[src/rtl/add64_word_sequencer_pkg.sv]
// Shared constants and encodings for the word-wide front end of the 64-bit adder.
package add64_word_sequencer_pkg;

  localparam int W = 32;
  localparam int N = 64;

  typedef enum logic [1:0] {
    LOAD = 2'd0,
    CALC = 2'd1,
    OUT  = 2'd2
  } state_t;

  typedef enum logic [1:0] {
    BEAT_ALO = 2'd0,
    BEAT_AHI = 2'd1,
    BEAT_BLO = 2'd2,
    BEAT_BHI = 2'd3
  } beat_t;

endpackage

[src/rtl/add64_word_sequencer_if.sv]
// Operand-beat input handshake and result output handshake of the sequencer.
interface add64_word_sequencer_if #(
  parameter int W = add64_word_sequencer_pkg::W,
  parameter int N = add64_word_sequencer_pkg::N
);

  logic         in_valid;
  logic         in_ready;
  logic [W-1:0] in_data;
  logic         in_cin;
  logic         out_valid;
  logic         out_ready;
  logic [N-1:0] out_sum;
  logic         out_cout;
  logic         busy;

  // Producer of beats and consumer of results.
  modport master (
    output in_valid, in_data, in_cin, out_ready,
    input  in_ready, out_valid, out_sum, out_cout, busy
  );

  // The sequencer itself.
  modport slave (
    input  in_valid, in_data, in_cin, out_ready,
    output in_ready, out_valid, out_sum, out_cout, busy
  );

endinterface

[src/rtl/add64_word_sequencer_adder.sv]
// Modular 64-bit adder built from two half-width adders; the carry between the
// halves ripples internally. The clock pin exists for drop-in compatibility and
// is not used by the combinational sum.
module adder64bitmodular #(
  parameter int N = 64
) (
  input  logic         clk,
  input  logic [N-1:0] a,
  input  logic [N-1:0] b,
  input  logic         cin,
  output logic [N-1:0] s,
  output logic         cout
);

  localparam int H = N / 2;

  logic         unused_clk;
  logic [H:0]   lo_sum;
  logic [H:0]   hi_sum;

  assign unused_clk = clk;

  assign lo_sum = {1'b0, a[H-1:0]} + {1'b0, b[H-1:0]} + {{H{1'b0}}, cin};
  assign hi_sum = {1'b0, a[N-1:H]} + {1'b0, b[N-1:H]} + {{H{1'b0}}, lo_sum[H]};

  assign s    = {hi_sum[H-1:0], lo_sum[H-1:0]};
  assign cout = hi_sum[H];

endmodule

[src/rtl/add64_word_sequencer.sv]
// Collects A and B as four W-bit beats, runs them through the modular adder for
// one cycle, and holds {cout,sum} on a valid/ready output until taken.
module add64_word_sequencer #(
  parameter int W = 32,
  parameter int N = 64
) (
  input  logic                    clk,
  input  logic                    rst,
  add64_word_sequencer_if.slave   bus
);

  import add64_word_sequencer_pkg::*;

  if (N != 2 * W) begin : g_width_check
    $error("add64_word_sequencer: N must equal 2*W");
  end

  state_t       state;
  state_t       state_nxt;
  logic [1:0]   beat;
  logic         accept;

  logic [N-1:0] a_p0;
  logic [N-1:0] b_p0;
  logic         cin_p0;

  logic [N-1:0] sum_c;
  logic         cout_c;

  logic [N-1:0] sum_p1;
  logic         cout_p1;
  logic         vld_p1;

  // Beats are only taken in LOAD, and never while reset is asserted.
  assign bus.in_ready = (state == LOAD) && !rst;
  assign accept       = bus.in_valid && bus.in_ready;

  // Next-state decision for the LOAD -> CALC -> OUT cycle.
  always_comb begin
    state_nxt = state;
    unique case (state)
      LOAD:    if (accept && (beat == BEAT_BHI)) state_nxt = CALC;
      CALC:    state_nxt = OUT;
      OUT:     if (bus.out_ready) state_nxt = LOAD;
      default: state_nxt = LOAD;
    endcase
  end

  // State register.
  always_ff @(posedge clk) begin
    if (rst) state <= LOAD;
    else     state <= state_nxt;
  end

  // ---- stage p0: operand assembly from bus beats ----
  // Steer each accepted beat into its operand half; the counter wraps 3 -> 0.
  always_ff @(posedge clk) begin
    if (rst) begin
      beat   <= 2'd0;
      a_p0   <= '0;
      b_p0   <= '0;
      cin_p0 <= 1'b0;
    end else if (accept) begin
      unique case (beat)
        BEAT_ALO: a_p0[W-1:0] <= bus.in_data;
        BEAT_AHI: a_p0[N-1:W] <= bus.in_data;
        BEAT_BLO: b_p0[W-1:0] <= bus.in_data;
        BEAT_BHI: begin
          b_p0[N-1:W] <= bus.in_data;
          cin_p0      <= bus.in_cin;
        end
        default: ;
      endcase
      beat <= beat + 2'd1;
    end
  end

  adder64bitmodular #(
    .N (N)
  ) u_adder (
    .clk  (clk),
    .a    (a_p0),
    .b    (b_p0),
    .cin  (cin_p0),
    .s    (sum_c),
    .cout (cout_c)
  );

  // ---- stage p1: registered result ----
  // Capture the adder output during CALC; it then stays put through OUT and beyond.
  always_ff @(posedge clk) begin
    if (rst) begin
      sum_p1  <= '0;
      cout_p1 <= 1'b0;
    end else if (state == CALC) begin
      sum_p1  <= sum_c;
      cout_p1 <= cout_c;
    end
  end

  assign vld_p1 = (state == OUT);

  assign bus.out_valid = vld_p1;
  assign bus.out_sum   = sum_p1;
  assign bus.out_cout  = cout_p1;
  assign bus.busy      = !((state == LOAD) && (beat == 2'd0));

endmodule

[src/flat_wrapper.sv]
// flat-port wrapper written by rule: the top's interface ports become plain ports
module add64_word_sequencer_flat import add64_word_sequencer_pkg::*;
#(
  parameter int W = 32,
  parameter int N = 64
)
  (clk, rst, bus_in_valid, bus_in_data, bus_in_cin, bus_out_ready, bus_in_ready, bus_out_valid, bus_out_sum, bus_out_cout, bus_busy);
  add64_word_sequencer_if #(.W(W), .N(N)) bus_i ();
  input  logic clk;
  input  logic rst;
  input wire logic [$bits(bus_i.in_valid)-1:0] bus_in_valid;
  input wire logic [$bits(bus_i.in_data)-1:0] bus_in_data;
  input wire logic [$bits(bus_i.in_cin)-1:0] bus_in_cin;
  input wire logic [$bits(bus_i.out_ready)-1:0] bus_out_ready;
  output wire logic [$bits(bus_i.in_ready)-1:0] bus_in_ready;
  output wire logic [$bits(bus_i.out_valid)-1:0] bus_out_valid;
  output wire logic [$bits(bus_i.out_sum)-1:0] bus_out_sum;
  output wire logic [$bits(bus_i.out_cout)-1:0] bus_out_cout;
  output wire logic [$bits(bus_i.busy)-1:0] bus_busy;
  assign bus_i.in_valid = bus_in_valid;
  assign bus_i.in_data = bus_in_data;
  assign bus_i.in_cin = bus_in_cin;
  assign bus_i.out_ready = bus_out_ready;
  assign bus_in_ready = bus_i.in_ready;
  assign bus_out_valid = bus_i.out_valid;
  assign bus_out_sum = bus_i.out_sum;
  assign bus_out_cout = bus_i.out_cout;
  assign bus_busy = bus_i.busy;
  add64_word_sequencer #(.W(W), .N(N)) u_core (.clk(clk), .rst(rst), .bus(bus_i));
endmodule
[config.mk]
export PLATFORM = sky130hd
export DESIGN_NAME = add64_word_sequencer_flat
export DESIGN_NICKNAME = d
export VERILOG_FILES = /design/src/rtl/add64_word_sequencer_pkg.sv /design/src/rtl/add64_word_sequencer_if.sv /design/src/rtl/add64_word_sequencer_adder.sv /design/src/rtl/add64_word_sequencer.sv /design/src/flat_wrapper.sv
export SDC_FILE = /design/constraint.sdc
export NUM_CORES = 1
export LEC_CHECK = 0
export CAP_MARGIN = 30
export CORE_ASPECT_RATIO = 0.8
export CORE_MARGIN = 2
export CORE_UTILIZATION = 50
export DETAILED_ROUTE_END_ITERATION = 10
export GPL_TIMING_DRIVEN = 0
export PLACE_DENSITY = 0.74
export SLEW_MARGIN = 0
export SYNTH_ARGS = -nofsm -noshare
export SYNTH_HDL_FRONTEND = slang
export SYNTH_SLANG_ARGS = --single-unit
[constraint.sdc]
create_clock -name clk -period 5 [get_ports clk]
set_clock_uncertainty 0.15 [all_clocks]
set_input_delay 1 -clock clk [delete_from_list [all_inputs] [get_ports clk]]
set_output_delay 1 -clock clk [all_outputs]
set_load 0.01 [all_outputs]
## Yosys cells after proc, flatten, opt, wreduce, memory -nomap -nowiden

Cells that the tools add are included.
Widths: inputs -> output; s select.

- Reductions and logical operators: 13
- Mux-type cells: 3
- $add $sub $neg: 5
- Equal/unequal tests: 7

Operators by type and width:

| cell | count |
|---|---|
| $add 32x32->33 | 2 |
| $add 33x1->33 | 2 |
| $reduce_and 2->1 | 5 |
| $eq 2x2->1 const B | 3 |
| $pmux 2 s3 | 1 |
| $eq 2x1->1 const B | 2 |
| $logic_and 1x1->1 | 4 |
| $logic_not 2->1 | 2 |
| $mux 2 | 2 |
| $ne 2x2->1 const B | 2 |
| $add 2x1->2 const B | 1 |
| $logic_not 1->1 | 2 |

- Bits in registers: 198

## Depth between registers and ports, before layout

- Word-level depth: 6
- Gate-level depth with buffers: 23

## Cells and area by module

Synthesis repeated with hierarchy kept, for this count alone.

- Cell total of the unflattened synthesis: 1,386
- Area total of the unflattened synthesis: 10,745.3 µm²

Modules (own cells, without submodules):

| module | cells each | seq. area each (µm²) | times used | area an instance (µm²) |
|---|---|---|---|---|
| add64_word_sequencer | 878 | 3,963.8 | 1 | 7,146.9 |
| adder64bitmodular | 508 | 0.0 | 1 | 3,598.5 |

## Worst setup path before layout

No wires, ideal clock.

- Kind: reg2reg
- Start point: reg u_core.cin_p0
- End point: reg u_core.sum_p1[54] (netlist: u_core.bus.out_sum[54])
- Library setup time: 0.122 ns
- Cell stages (with the launch flop): 24
- Clock period less this slack: 4.783 ns
- Arrival: 4.511 ns
- Setup slack: 0.217 ns
- Path buffers: 0
- Cells stage by stage: dfxtp_1 inv_1 fa_1 inv_1 fa_1 a211oi_2 nor4_4 o21ai_2 a31oi_1 o31ai_2 a211o_1 a21oi_1 a211oi_1 fa_1 inv_1 fa_1 a21o_1 a311oi_1 o211ai_2 o211ai_4 o31ai_4 a21boi_1 nor4_1 a311o_1

- Word-level cells in the longest chain between the ends: 2

RTL lines:

| what | line | source |
|---|---|---|
| from (decl) | add64_word_sequencer.sv:25 | `logic cin_p0;` |
| from (signal assigned) | add64_word_sequencer.sv:70 | `cin_p0 <= bus.in_cin;` |
| $add 33x1->33 | add64_word_sequencer_adder.sv:23 | `assign lo_sum = {1'b0, a[H-1:0]} + {1'b0, b[H-1:0]} + {{H{1'b0}}, cin};` |
| $add 33x1->33 | add64_word_sequencer_adder.sv:24 | `assign hi_sum = {1'b0, a[N-1:H]} + {1'b0, b[N-1:H]} + {{H{1'b0}}, lo_sum[H]};` |
| to (signal assigned) | add64_word_sequencer.sv:96 | `sum_p1 <= sum_c;` |
| to (decl) | add64_word_sequencer.sv:30 | `logic [N-1:0] sum_p1;` |

Every way passes these cells.
A chain may end at the register's enable or synchronous reset.

## Final worst setup path

Ends and elaborated chain as after synthesis.

==> out/qor.txt <==
Core area: 20,600 sq um
WL/cell: 17.8 microns
Share of layout cells above drive strength 1: 0.0628
Most common cell in the synthesized netlist: nand2_1
ANT cells: 0
Port Buffers: 104
Peak supply drop: 243 uV
Total grt overflow: 0
Critical path fanouts, max: 5
Top FF cell, synth: dfxtp_1
Post-route ant nets: 0
Starting Density: 0.509
Synth Instances: 1,377
Seq cells post-synth: 198
TritonCTS clock tree: yes
Crit path DAT: 5.26 ns
Max Fclk: 197 MHz
CP endpoint kind: flop
Startpoint Class: flop
Gpl congestion: 0.898
Antenna violations before repair: 0
Placed inst area: 11,900 sq um
Fin. Hold Viols: 0
Final Cell Area: 12,700 sq um
Kind of critical path: flop to flop
Die width: 166 microns
Final Util: 0.615
CTS root buf: clkbuf_16
Clk slew on worst S/H paths: 0.08 ns
Sinks on Clock Net: 198
WHS Path Cells: 2
Chip height: 134 microns
Layout area overhead: 20.8%
Worst-Skew Late Latency: 0.44 ns
WL final: 31.9 mm
Hold/Removal Path Class: flop to flop
TritonRoute pass-1 iters: 7
Mapped cell area: 10,500 sq um
Via/cell ratio: 5.86
Std-Cell Rows: 47
Seq/Total Area, Yosys: 0.377
Max_slew headroom: 0.403
Initial DRC count: 1,118
Status: finished with violations
Final Cycle Share: 1.02
DP HPWL: 23.6 mm
Layout Nets: 1,622
Fraction of registers with async set/reset: 0
Crit path time final: 5.08 ns
Final Max Slew Viols: 0
DRC errors left: 0
Mean Syn Cell Area: 7.63 sq um
Final setup fails: 6
CTS buffer count: 17
Worst r2r path cells: 23
Maxcap violations: 0
Vias in the first global route: 9,448
Commonest cells post-synth: nand2_1, a21oi_1, dfxtp_1
Worst setup margin: -0.0813 ns
Net count after synthesis: 1,484
Total global-route track usage: 0.281
Post-synth cell types: 71
Synth top area cells: dfxtp_1, nand2_1, a21oi_1
Yosys Warn Count: 0
First-pass GRT wire length: 49.6 mm
Largest net degree at the start of global routing: 19
Synth area leader: dfxtp_1
Io pins: 105
Critical Path RT: 5.18 ns
EDFF count, synth: 0
Max clock buf depth: 2
Post-synth top area share: 0.377
Vias: 10.5k
Least-Margin Pin Slew: 0.896 ns
Failing checks: setup timing
Pleak: 0.00481 uW
Power density cells: 262 nW/um^2
H-tree depth: 4
RSZ-0062 raised after global routing: true
Die area: 22,200 sq um
Cts hold-fix bufs: 0
## registers in the layout (all words and copies together) (netlist names)
signal               flops
u_core.a_p0             64
u_core.bus.out_cout      1
u_core.bus.out_sum      64
u_core.cin_p0            1
u_core.state             2
u_core.b_p0             64
u_core.beat              2
## metal layers
layer	part of all wire	vias up	global-route usage
met5	0	-	0
met4	0.026	0	0.0870
met3	0.093	54	0.0493
met2	0.44	469	0.435
met1	0.44	4953	0.400
li1	-	5060	-
## final timing paths
kind                          startpoint                endpoint  slack [ns]
setup / recovery           u_core.cin_p0  u_core.bus.out_sum[54]       -0.08
setup reg to reg           u_core.cin_p0  u_core.bus.out_sum[54]       -0.08
hold / removal    u_core.bus.out_sum[63]  u_core.bus.out_sum[63]        0.30
hold reg to reg   u_core.bus.out_sum[63]  u_core.bus.out_sum[63]        0.30
## critical path, cell delays in order, from the launching register on
cell and delay (ns):
dfxtp_2 0.33, inv_2 0.05, fa_2 0.23, inv_2 0.05, fa_2 0.39, a211oi_4 0.32
nor4_4 0.07, o21ai_2 0.25, a31oi_4 0.15, o31ai_4 0.23, a211o_1 0.22, a21oi_2 0.09
a211oi_4 0.29, fa_2 0.29, inv_2 0.05, fa_2 0.36, a21o_1 0.19, a311oi_2 0.28
o211ai_2 0.15, o211ai_4 0.16, o31ai_4 0.14, a21boi_2 0.18, nor4_1 0.06, a311o_1 0.28
## cells in the final DEF, fill, tap and decap left out, types with 6 or more instances in the layout
| master | count |
|---|---|
| nand2_1 | 386 |
| a21oi_1 | 230 |
| dfxtp_1 | 196 |
| clkdlybuf4s50_1 | 104 |
| clkbuf_1 | 74 |
| ha_1 | 66 |
| nor2_1 | 47 |
| xnor2_1 | 32 |
| a21o_1 | 31 |
| o21ai_0 | 27 |
| nand3_1 | 23 |
| and3_1 | 21 |
| clkbuf_16 | 17 |
| nor3_1 | 16 |
| nand4_1 | 15 |
| buf_4 | 15 |
| nor2b_1 | 14 |
| inv_1 | 12 |
| o21ai_1 | 12 |
| o21a_1 | 12 |
| o211ai_1 | 11 |
| a211oi_1 | 9 |
| nand2b_1 | 9 |
| buf_2 | 8 |
| xor2_1 | 8 |
| a31oi_1 | 7 |
| inv_2 | 6 |
| a21oi_2 | 6 |
| or3_1 | 6 |
## kinds of logic after synthesis
logic type      share of synthesized area
mux                               0.00286
buf+inv                            0.0393
fa+ha+maj                          0.0862
xor+xnor                           0.0333
simple gates                        0.230
compound gates                      0.232
flops                               0.377
## where the power goes
part	leakage [uW]	internal, uW	switching, uW
clock network	0.000288	766	669
registers	0.00160	1600	16.5
logic	0.00293	92.2	177
## cell type report
class / instances / area (sq um)
buffer: 86 / 342
clock buffer: 18 / 439
clock inverter: 14 / 166
fill: 1849 / 7940
inverter: 19 / 71.3
multi-input combinational: 1074 / 6230
sequential: 198 / 3970
tap: 269 / 337
timing repair buffer: 119 / 1150
## what timing repair did
| action | 4_1_cts | 5_1_grt |
|---|---|---|
| hold endpoints to repair | 0 | 0 |
| resized for setup | 21 | 4 |
| setup buffers | 10 | 5 |
| pin swaps | 21 | 3 |
| endpoints found under the setup margin | 23 | 22 |
## through the flow
stage	hold WS (ns)	std cells	power (uW)	setup WS (ns)	TNS (ns)
floorplan	0.286	1377	1800	0.217	0
global placement	0.287	1750	1910	-0.806	-9.24
detailed placement	0.292	1750	1920	-0.902	-11.05
CTS	0.302	1792	3330	-0.0778	-0.230
global route	0.329	1797	3420	-0.235	-2.44
finish	0.298	1797	3320	-0.0813	-0.336
Power figures use the tool's default switching activity.
